## src/rtl/cp0_exc_ctrl_pkg.sv

```systemverilog
// Shared CP0 definitions: register numbers, exception codes, bit positions and sequencer states.
package cp0_exc_ctrl_pkg;

    localparam logic [4:0] REG_BADVADDR = 5'd8;
    localparam logic [4:0] REG_COUNT    = 5'd9;
    localparam logic [4:0] REG_COMPARE  = 5'd11;
    localparam logic [4:0] REG_STATUS   = 5'd12;
    localparam logic [4:0] REG_CAUSE    = 5'd13;
    localparam logic [4:0] REG_EPC      = 5'd14;

    localparam logic [4:0] EXC_INT  = 5'd0;
    localparam logic [4:0] EXC_ADEL = 5'd4;
    localparam logic [4:0] EXC_ADES = 5'd5;
    localparam logic [4:0] EXC_SYS  = 5'd8;
    localparam logic [4:0] EXC_BP   = 5'd9;
    localparam logic [4:0] EXC_RI   = 5'd10;
    localparam logic [4:0] EXC_OV   = 5'd12;

    localparam int STATUS_IE  = 0;
    localparam int STATUS_EXL = 1;
    localparam int STATUS_IM  = 8;
    localparam int CAUSE_CODE = 2;
    localparam int CAUSE_IP   = 8;
    localparam int CAUSE_TI   = 30;
    localparam int CAUSE_BD   = 31;

    typedef enum logic [1:0] {
        S_IDLE  = 2'd0,
        S_FLUSH = 2'd1,
        S_REDIR = 2'd2
    } exc_state_e;

endpackage

```

## src/rtl/cp0_exc_ctrl_timer.sv

```systemverilog
// Count/Compare timer: Count advances once every two cycles, TI latches on a Count==Compare match.
module cp0_timer (
    input  logic        clk,
    input  logic        resetn,
    input  logic        count_we,
    input  logic        compare_we,
    input  logic [31:0] wdata,
    output logic [31:0] count,
    output logic [31:0] compare,
    output logic        timer_int
);

    logic tick;

    // A Compare write clears TI even if the match would set it in the same cycle.
    always_ff @(posedge clk) begin
        if (!resetn) begin
            tick      <= 1'b0;
            count     <= 32'd0;
            compare   <= 32'd0;
            timer_int <= 1'b0;
        end else begin
            tick <= ~tick;
            if (count_we)
                count <= wdata;
            else if (tick)
                count <= count + 32'd1;
            if (compare_we) begin
                compare   <= wdata;
                timer_int <= 1'b0;
            end else if ((count == compare) && (compare != 32'd0)) begin
                timer_int <= 1'b1;
            end
        end
    end

endmodule

```

## src/rtl/cp0_exc_ctrl.sv

```systemverilog
// CP0 register file with an exception/ERET sequencer that flushes the pipe and hands fetch one redirect.
module cp0_exc_ctrl
    import cp0_exc_ctrl_pkg::*;
#(
    parameter logic [31:0] EXC_VECTOR = 32'hBFC00380,
    parameter logic [31:0] STATUS_RST = 32'h0040_0000
) (
    input  logic        clk,
    input  logic        resetn,
    input  logic        exc_valid,
    input  logic [4:0]  exc_code,
    input  logic        exc_bd,
    input  logic [31:0] exc_epc,
    input  logic        exc_badv_we,
    input  logic [31:0] exc_badvaddr,
    input  logic        eret_valid,
    input  logic        mtc0_we,
    input  logic [4:0]  c0_waddr,
    input  logic [31:0] c0_wdata,
    input  logic [4:0]  c0_raddr,
    output logic [31:0] c0_rdata,
    input  logic [5:0]  hw_int,
    input  logic        fetch_ready,
    output logic        int_pending,
    output logic        flush,
    output logic        redirect_valid,
    output logic [31:0] redirect_pc,
    output logic        status_exl,
    output logic        busy
);

    exc_state_e state;

    logic [7:0]  status_im;
    logic        status_ie;
    logic        cause_bd;
    logic [5:0]  cause_ip_hw;
    logic [1:0]  cause_ip_sw;
    logic [4:0]  cause_code;
    logic [31:0] epc;
    logic [31:0] badvaddr;
    logic [31:0] count;
    logic [31:0] compare;
    logic        timer_int;

    logic        exc_take;
    logic        eret_take;
    logic        mtc0_take;
    logic [31:0] status_val;
    logic [31:0] cause_val;

    // Events are only accepted in IDLE; the pipeline is stalled otherwise.
    assign exc_take  = (state == S_IDLE) && exc_valid;
    assign eret_take = (state == S_IDLE) && eret_valid && !exc_valid;
    assign mtc0_take = (state == S_IDLE) && mtc0_we && !exc_valid && !eret_valid;

    assign status_val = {STATUS_RST[31:16], status_im, STATUS_RST[7:2], status_exl, status_ie};
    assign cause_val  = {cause_bd, timer_int, 14'd0, cause_ip_hw, cause_ip_sw, 1'b0, cause_code, 2'b00};

    assign int_pending = status_ie && !status_exl && |({cause_ip_hw, cause_ip_sw} & status_im);

    cp0_timer u_timer (
        .clk        (clk),
        .resetn     (resetn),
        .count_we   (mtc0_take && (c0_waddr == REG_COUNT)),
        .compare_we (mtc0_take && (c0_waddr == REG_COMPARE)),
        .wdata      (c0_wdata),
        .count      (count),
        .compare    (compare),
        .timer_int  (timer_int)
    );

    always_ff @(posedge clk) begin
        if (!resetn) begin
            status_im   <= STATUS_RST[15:8];
            status_exl  <= STATUS_RST[1];
            status_ie   <= STATUS_RST[0];
            cause_bd    <= 1'b0;
            cause_ip_hw <= 6'd0;
            cause_ip_sw <= 2'd0;
            cause_code  <= 5'd0;
            epc         <= 32'd0;
            badvaddr    <= 32'd0;
        end else begin
            cause_ip_hw <= {hw_int[5] | timer_int, hw_int[4:0]};
            if (exc_take) begin
                status_exl <= 1'b1;
                cause_bd   <= exc_bd;
                cause_code <= exc_code;
                // A nested exception keeps the original return address.
                if (!status_exl)
                    epc <= exc_epc;
                if (exc_badv_we)
                    badvaddr <= exc_badvaddr;
            end else if (eret_take) begin
                status_exl <= 1'b0;
            end else if (mtc0_take) begin
                case (c0_waddr)
                    REG_STATUS: begin
                        status_im  <= c0_wdata[15:8];
                        status_exl <= c0_wdata[STATUS_EXL];
                        status_ie  <= c0_wdata[STATUS_IE];
                    end
                    REG_CAUSE: cause_ip_sw <= c0_wdata[9:8];
                    REG_EPC:   epc         <= c0_wdata;
                    default: ;
                endcase
            end
        end
    end

    always_ff @(posedge clk) begin
        if (!resetn) begin
            state          <= S_IDLE;
            flush          <= 1'b0;
            redirect_valid <= 1'b0;
            redirect_pc    <= 32'd0;
            busy           <= 1'b0;
        end else begin
            case (state)
                S_IDLE: begin
                    if (exc_take || eret_take) begin
                        redirect_pc <= exc_take ? EXC_VECTOR : epc;
                        flush       <= 1'b1;
                        busy        <= 1'b1;
                        state       <= S_FLUSH;
                    end
                end
                S_FLUSH: begin
                    flush          <= 1'b0;
                    redirect_valid <= 1'b1;
                    state          <= S_REDIR;
                end
                S_REDIR: begin
                    if (fetch_ready) begin
                        redirect_valid <= 1'b0;
                        busy           <= 1'b0;
                        state          <= S_IDLE;
                    end
                end
                default: begin
                    flush          <= 1'b0;
                    redirect_valid <= 1'b0;
                    busy           <= 1'b0;
                    state          <= S_IDLE;
                end
            endcase
        end
    end

    always_comb begin
        c0_rdata = 32'd0;
        case (c0_raddr)
            REG_BADVADDR: c0_rdata = badvaddr;
            REG_COUNT:    c0_rdata = count;
            REG_COMPARE:  c0_rdata = compare;
            REG_STATUS:   c0_rdata = status_val;
            REG_CAUSE:    c0_rdata = cause_val;
            REG_EPC:      c0_rdata = epc;
            default:      c0_rdata = 32'd0;
        endcase
    end

endmodule
```

## config.mk

```make
export PLATFORM = sky130hd
export DESIGN_NAME = cp0_exc_ctrl
export DESIGN_NICKNAME = d
export VERILOG_FILES = /design/src/rtl/cp0_exc_ctrl_pkg.sv /design/src/rtl/cp0_exc_ctrl_timer.sv /design/src/rtl/cp0_exc_ctrl.sv
export SDC_FILE = /design/constraint.sdc
export NUM_CORES = 1
export LEC_CHECK = 0
export BUFFER_PORTS_ARGS = -buffer_cell sky130_fd_sc_hd__buf_4
export CORE_UTILIZATION = 35
export CTS_CLUSTER_SIZE = 24
export DETAILED_ROUTE_END_ITERATION = 6
export GPL_TIMING_DRIVEN = 0
export PLACE_DENSITY = 0.64
export SLEW_MARGIN = 20
export SYNTH_ARGS = -nofsm -noshare
export SYNTH_HDL_FRONTEND = slang
export SYNTH_SLANG_ARGS = --single-unit
export TNS_END_PERCENT = 100
```

## constraint.sdc

```tcl
create_clock -name clk -period 5.5 [get_ports clk]
set_input_delay 0.55 -clock clk [delete_from_list [all_inputs] [get_ports clk]]
set_output_delay 0.55 -clock clk [all_outputs]
set_load 0.02 [all_outputs]
```

; ---- Yosys cells after proc, flatten, opt, wreduce, memory -nomap -nowiden
; Cells that the tools add are included.
[classes]
bitwise_logic = 9
n_eq_ne = 18
addsub = 1
mux = 21
reduce_logical = 34
[op_table]
columns = cell, n
row1 = 2-to-1 mux 32 bit, 8
row2 = one-hot mux 32 bit (6 select lines), 1
row3 = equality test 5 x 4 -> 1 bit (second input constant), 11
row4 = adder 32 x 1 -> 32 bit (second input constant), 1
row5 = equality test 32 bit, 1
row6 = nonzero test 32 bit, 1
row7 = AND reduction 2 bit, 6
row8 = AND reduction 4 bit, 3
row9 = logical AND 1 bit, 11
row10 = bitwise AND 8 bit, 1
row11 = OR reduction 8 bit, 1
row12 = NOT 1 bit, 7
row13 = 2-to-1 mux 1 bit, 6
row14 = != test 2 bit (second input constant), 3
row15 = one-hot mux 1 bit (3 select lines), 2
row16 = one-hot mux 2 bit (3 select lines), 1
row17 = nonzero test 2 bit, 3
row18 = nonzero test 3 bit, 2
row19 = 2-to-1 mux 2 bit, 2
row20 = zero test 1 bit, 3
row21 = AND reduction 3 bit, 1
row22 = equality test 2 x 1 -> 1 bit (second input constant), 1
row23 = equality test 2 bit (second input constant), 1
row24 = zero test 2 bit, 1
row25 = 5 further kinds, 5
[totals]
word_cells = 101
register_bits = 191
input_bits = 125
out_inout_bits = 69

; ---- Logic depth before layout (Yosys ltp)
; Gate-level depths: netlist of run 1.
[logic_depth]
word_depth = 7
mapped_depth = 7
depth_no_buf = 6

; ---- Modules after synthesis
; From an unflattened synthesis of run 1, not the netlist that was laid out.
[hier_totals]
hier_cells = 1005
hier_area_um2 = 9337.7
[by_module_without_submodules]
columns = module, instances, cells_each, area_per_inst_um2, seq_area_each_um2
row1 = cp0_exc_ctrl, 1, 638, 5963.2, 2502.4
row2 = cp0_timer, 1, 367, 3374.5, 1321.3

; ---- Worst setup path after synthesis of run 1
; No wires, ideal clock.
[synth_path]
path_kind = input-to-output
startpoint = in c0_raddr[3]
endpoint = out c0_rdata[10]
required_time_ps = 4950
arrival_time_ps = 1862
stages = 5
n_path_buf = 1
slack_ps = 3088
cell_sequence = nand2_1 nor4b_1 clkbuf_1 a22oi_1 nand3_1
[synth_via]
elab_chain_len = 2
word_cells_on_any_way = 7
classes_between = eq/ne: 6 / mux: 1
[synth_lines]
columns = item, line_no
row1 = from (decl), cp0_exc_ctrl.sv:20  ; input logic [4:0] c0_raddr,
row2 = equality test 5 x 4 -> 1 bit, cp0_exc_ctrl.sv:153  ; case (c0_raddr)
row3 = one-hot mux 32 bit (6 select lines) (*), cp0_exc_ctrl.sv:153
row4 = to (decl), cp0_exc_ctrl.sv:21  ; output logic [31:0] c0_rdata,
; Mark *: on every way between the ends. The rest lies on a longest branch, timed or not.

; ---- Worst setup path in the final report of run 1
[layout_path]
startpoint = in c0_raddr[4]
endpoint = out c0_rdata[31]
; Same word-level chain as after synthesis.

==> results by group, run 1 <==
Yosys
  • EDFF count, synth: 0
  • Mapped Cells: 1088
  • Synth area leaders: dfxtp_1 43%, nand2_1 10%, a21oi_1 6.1%
  • Cell taking the most area after synthesis: dfxtp_1
  • Top_reg_cell synth: dfxtp_1
  • Sequential element share of the synthesized area: between 40% and 50%
  • Syn_nets: between 1000 and 1500
  • Post-synth ARST share: 0%
  • Seq cells post-synth: 191
  • Yosys warns: 0
  • Yosys top cell area share: 43.10%
  • Mean Syn Cell Area: 8.155 um^2
  • Cell area after synthesis: a little under 9000 um^2
  • Netlist cell types: 48

Timing
  • Hold slack: 0.3166 ns
  • Final hold vios: 0
  • # setup viols final: 0
  • RSZ-0062 raised after global routing: false
  • Slew HR: around 28%
  • Slew Viols, Final: 0
  • Final period util: 59.29%
  • Post-route setup slack: roughly 2.2 ns
  • Slew @ Worst Pin: 1.073 ns
  • Setup TNS: 0 ns
  • Post-Route Skew: 0.01005 ns
  • Max frequency: 0.3066 GHz
  • Final min period: ~3.3 ns

Placed design
  • Gpl congestion: 0.9581
  • IO buf count: 192
  • Post-placement setup slack: 2.248 ns
  • Placed Cells: roughly 1600
  • Hpwl dp: 28570 um
  • Post-DP Area: 10730 um^2

Floorplan
  • Die Wd: 161.2 um
  • Die footprint: 25990 um^2
  • Core Region: 24600 um^2
  • Die Ht: 161.2 um
  • Rows: 57
  • Ports: 194
  • Starting Density: 36.06%

Setup path
  • Crit start category: primary input
  • Max FO, Critical Path: 10
  • Worst EP arrival: 2.71 ns
  • Crit. End Element: output pin
  • Req. time, crit path: just under 5 ns
  • Setup CP Type: primary input to output pin

Clock network
  • CTS Buf Count: 17
  • Clock Tree Root: clkbuf_16
  • Post-CTS Hold Fix Bufs: 0
  • Clock slew at reported path FFs: 0.07 ns
  • Clk sink count: between 150 and 200
  • Resized cells post-CTS: 0
  • H-tree depth: 4
  • Largest buffer count on any clock path: 2
  • Postcts setup bufs: 0
  • Clk Latency, worst-skew pair: 0.44 ns
  • TritonCTS clock tree: built

Cells and area
  • Post-route cell area: 11330 um^2
  • Share of cells above drive strength 1: between 10% and 20%
  • Commonest non-fill, non-tap cell in the layout: nand2_1
  • Area delta synth->final: 27.68%
  • Post-Layout Cell Count: 1636
  • Diodes inserted: 0
  • Layout Nets: between 1000 and 1500
  • Finished Core Util: 46.04%
  • Commonest cells after routing, fill and taps aside: 242 x nand2_1, 192 x buf_4, 191 x dfxtp_1

Global route
  • Vias in the first global route: approximately 8700
  • Largest net degree at the start of global routing: 20
  • Initial antenna violation count: 0
  • First-pass GRT wire length: 53760 um
  • Total gr overflow: 0
  • Total Routing Usage GR: 27.69%

Pwr
  • Maximum VDD drop: 0.0001617 V
  • Power per cell area: about 290 nW/um^2
  • Power Total: 3.235 mW
  • Leak: 4.294 nW

Detailed routing
  • Drt pass-1 iters: 7
  • DR vias: 9066
  • DRC: 0
  • Via density: 5.542
  • Routed len/inst: ~22 um
  • Initial DRC Count: 950
  • ANT nets after route: 0
  • Final WL: 36170 um

Run
  • Max cap viols: 0

Outcome
  • Status: completed

Min path
  • Hold WC Path Type: primary input to flop
==> critical path, stage by stage <==
cell and delay (ns):
buf_4 0.13, nor4_1 0.91, clkbuf_1 0.55, a22oi_1 0.24
nand2_1 0.17, buf_4 0.15
==> path summary, 6_finish.rpt <==
kind	to	slack (ns)	from	cells past startpoint
hold reg to reg	redirect_pc[6]	0.46	redirect_pc[6]	2
hold / removal	cause_ip_hw[4]	0.32	hw_int[4]	2
setup reg to reg	u_timer.compare[18]	2.82	state[0]	7
setup / recovery	c0_rdata[31]	2.24	c0_raddr[4]	6
==> cell usage after synthesis (2+ instances only) <==
| master | n |
|---|---|
| nand2_1 | 242 |
| dfxtp_1 | 191 |
| a21oi_1 | 109 |
| nor2_1 | 75 |
| clkbuf_1 | 74 |
| a22oi_1 | 66 |
| xnor2_1 | 51 |
| mux2i_1 | 45 |
| a311oi_1 | 34 |
| nand3_1 | 22 |
| o21ai_0 | 20 |
| nand4_1 | 18 |
| nor4_1 | 17 |
| a211oi_1 | 13 |
| a31oi_1 | 13 |
| nor3_1 | 12 |
| xor2_1 | 12 |
| a222oi_1 | 10 |
| buf_2 | 10 |
| and2_1 | 7 |
| nand2b_1 | 6 |
| inv_1 | 5 |
| buf_1 | 4 |
| and4_1 | 3 |
| nor4_2 | 3 |
| and3_1 | 2 |
| clkbuf_2 | 2 |
| or2_2 | 2 |
==> per-layer routing <==
| metal | GRT usage [%] | up-vias | share of wire (%) |
|---|---|---|---|
| met4 | 9.563 | 0 | 2.7 |
| met2 | 42.57 | 467 | 44 |
| met1 | 39.53 | 4245 | 45 |
| met3 | 3.724 | 63 | 8.3 |
| met5 | 0 | - | 0 |
| li1 | - | 4291 | - |
==> power breakdown <==
part           internal (mW)  leakage [nW]  total (mW)  switching (mW)
Clock                  0.651         0.292        1.28           0.630
Combinational          0.173          2.45       0.426           0.252
Sequential              1.45          1.56        1.53          0.0790
==> final cells by class <==
cell class              instances  area (um^2)
multi-input cells             800         4668
flip-flops and latches        191         3824
clock buffers                  17        425.4
fillers                      2485        13280
inverters                       6        22.52
clock inverters                15        177.7
well taps                     324        405.4
plain buffers                  91        364.1
repair buffers                192         1441
==> cell families after synthesis <==
family,Yosys count,synth area share (%)
AOI/OAI and AO/OA,270,19.90
xor gates and xnor gates,63,6.219
adders and majority gates,1,0.1410
buffers and inverters,97,4.358
DFF,191,43.10
muxes,45,5.077
and+or+nand+nor,421,21.21
==> sequential cells by signal (all words and copies together), names as in the netlist <==
signal / flops
u_timer.count: 32
u_timer.tick: 1
u_timer.timer_int: 1
epc: 32
status_ie: 1
redirect_valid: 1
state: 2
cause_ip_hw: 6
redirect_pc: 32
flush: 1
u_timer.compare: 32
badvaddr: 32
status_exl: 1
busy: 1
cause_bd: 1
cause_ip_sw: 2
cause_code: 5
status_im: 8
No activity file was read; power rests on OpenSTA's default activity.
==> inputs of run 2 (changes only) <==
- PLACE_DENSITY: 0.64 -> 0.66
- clock period: 5.5 -> 2.7 ns (I/O delays scaled with it)
==> results by group, run 2 (synthesis gave the netlist of run 1 again) <==
Outcome
  • Status: complete, but fails checks
  • Failing checks: DRC

Clock network
  • Clock Tree Root: clkbuf_16
  • Clock slew at reported path FFs: 0.07 ns (about the same)
  • H-tree depth: 4 (unchanged)
  • Clk Latency, worst-skew pair: 0.44 ns (about the same)
  • Clk sink count: 191 (unchanged)
  • TritonCTS clock tree: built
  • Postcts setup bufs: 0 (unchanged)
  • Largest buffer count on any clock path: 2 (unchanged)
  • CTS Buf Count: 17 (unchanged)

Global route
  • Total Routing Usage GR: 27.54% (-0.15 points)
  • First-pass GRT wire length: 53570 um (-0.36%)
  • Largest net degree at the start of global routing: 19 (-5.0%)
  • Total gr overflow: 0 (unchanged)
  • Vias in the first global route: 8769 (+0.54%)
  • Initial antenna violation count: 0 (unchanged)

Timing
  • Final period util: 97.16%
  • RSZ-0062 raised after global routing: false
  • Final hold vios: 0 (unchanged)
  • Slew Viols, Final: 0 (unchanged)
  • Final min period: 2.623 ns
  • # setup viols final: 0 (unchanged)
  • Slew @ Worst Pin: 1.028 ns (-0.04463 ns)
  • Max frequency: 0.3812 GHz
  • Post-Route Skew: 0.01458 ns (+0.004534 ns)
  • Slew HR: 30.81% (+3.0 points)

Setup path
  • Worst EP arrival: 2.35 ns (-0.36 ns)
  • CP max-delay cell: nor4_1
  • Worst path bufs/invs: 3 (unchanged)
  • Crit start category: primary input
  • Setup CP Type: primary input to output pin
  • Crit path largest cell delay: 0.88 ns (-0.03 ns)
  • Req. time, crit path: 2.43 ns (-2.52 ns)
  • Crit. End Element: output pin
  • Max FO, Critical Path: 10 (unchanged)
  • Sequence of cells on the critical path: buf_4 -> nor4_1 -> clkbuf_1 -> a22oi_1 -> nand2_1 -> buf_4
  • Family with the most delay on the worst path: simple AND/OR/NAND/NOR gates
  • Most frequent CP cell: buf_4

Floorplan
  • Ports: 194 (unchanged)
  • Die Ht: 161.2 um (unchanged)
  • Starting Density: 36.06% (unchanged)
  • Die footprint: 25990 um^2 (unchanged)
  • Core Region: 24600 um^2 (unchanged)
  • Die Wd: 161.2 um (unchanged)
  • Rows: 57 (unchanged)

Detailed routing
  • DR vias: 9137 (+0.78%)
  • Final WL: 36130 um (-0.11%)
  • Routed len/inst: 22.09 um (-0.11%)
  • Drt pass-1 iters: 7 (unchanged)
  • Initial DRC Count: 869 (-8.5%)
  • ANT nets after route: 0 (unchanged)
  • Via density: 5.585 (+0.78%)
  • DRC: 2 (+2)

Min path
  • Hold WC Path Type: primary input to flop

Cells and area
  • Filler cells: 2466 (-0.76%)
  • Sequential cell area: 3824 um^2 (unchanged)
  • Area of the multi-input gates: 4679 um^2 (+0.24%)
  • Post-Layout Cell Count: 1636 (unchanged)
  • Commonest cells after routing, fill and taps aside: 242 x nand2_1, 192 x buf_4, 191 x dfxtp_1
  • Diodes inserted: 0 (unchanged)
  • Post-route cell area: 11320 um^2 (about the same)
  • Share of cells above drive strength 1: 18.98% (unchanged)
  • Area delta synth->final: 27.57% (about the same)
  • Layout Nets: 1425 (unchanged)
  • Commonest non-fill, non-tap cell in the layout: nand2_1

Placed design
  • Placed Cells: 1604 (unchanged)
  • Hpwl dp: 28490 um (-0.28%)
  • IO buf count: 192 (unchanged)
  • Post-DP Area: 10730 um^2 (unchanged)
  • Gpl congestion: 0.9439 (-1.5%)

Pwr
  • Maximum VDD drop: 0.0004445 V (+170%)
  • Power per cell area: 575.9 nW/um^2 (+100%)
  • Leak: 4.286 nW (-0.19%)
  • Power Total: 6.518 mW (+100%)

Run
  • Max cap viols: 0 (unchanged)
-- run 2: cell types whose count changed in the layout (fill, tap and decap cells not counted), sizes merged --
cell / change
clkbuf: +1
inv: -1
-- run 2: cell type report --
type	instances	share of cell area [%]
buffer	91	3.217
clock buffer	18	3.792
clock inverter	14	1.349
inverter	6	0.1990
multi-input combinational	800	41.34
sequential	191	33.78
tap	324	3.582
timing repair buffer	192	12.73
-- run 2: where the power goes --
part | internal, mW | total, mW | switching (mW)
Clock | 1.31 | 2.53 | 1.22
Sequential | 2.95 | 3.12 | 0.164
Combinational | 0.354 | 0.871 | 0.517
-- run 2: routing by layer --
metal	up-vias	GRT usage, %	routed length [um]
met2	465	43.32	16040
met3	38	4.520	3334
met4	0	7.333	661
met1	4344	38.86	16100
li1	4290	-	-
met5	-	0	0
-- run 2: timing repair --
| item | in CTS | in global routing |
|---|---|---|
| gates resized for setup | 0 | 2 |
| hold buffers | 0 | 0 |
| endpoints found under the setup margin | 0 | 31 |
-- run 2: metrics by stage --
| step | worst slack (ns) | TNS (ns) | hold slack (ns) | util [%] |
|---|---|---|---|---|
| global placement | -0.09852 | -0.4358 | 0.4456 | 43.56 |
| detailed placement | 0.05798 | 0 | 0.4494 | 43.59 |
| global route | 0.001118 | 0 | 0.03282 | 46.00 |
| finish | 0.07668 | 0 | 0.03586 | 46.00 |
| CTS | 0.05735 | 0 | 0.03194 | 45.95 |
| floorplan | 0.8438 | 0 | 0.3858 | - |
-- run 2: worst paths after layout --
| path | from | end | slack (ns) | cells past startpoint |
|---|---|---|---|---|
| min reg2reg | redirect_pc[6] | redirect_pc[6] | 0.46 | 2 |
| max reg2reg | state[0] | epc[19] | 0.25 | 6 |
| min | hw_int[3] | cause_ip_hw[3] | 0.04 | 2 |
| max | c0_raddr[4] | c0_rdata[0] | 0.08 | 6 |
-- run 2: worst reg2reg max path, cell delays in order (launching register included) --
cell,delay (ns)
dfxtp_1,0.30
clkbuf_1,0.23
nor3b_4,0.43
buf_2,0.44
buf_2,0.39
mux2i_1,0.38
a311oi_1,0.14
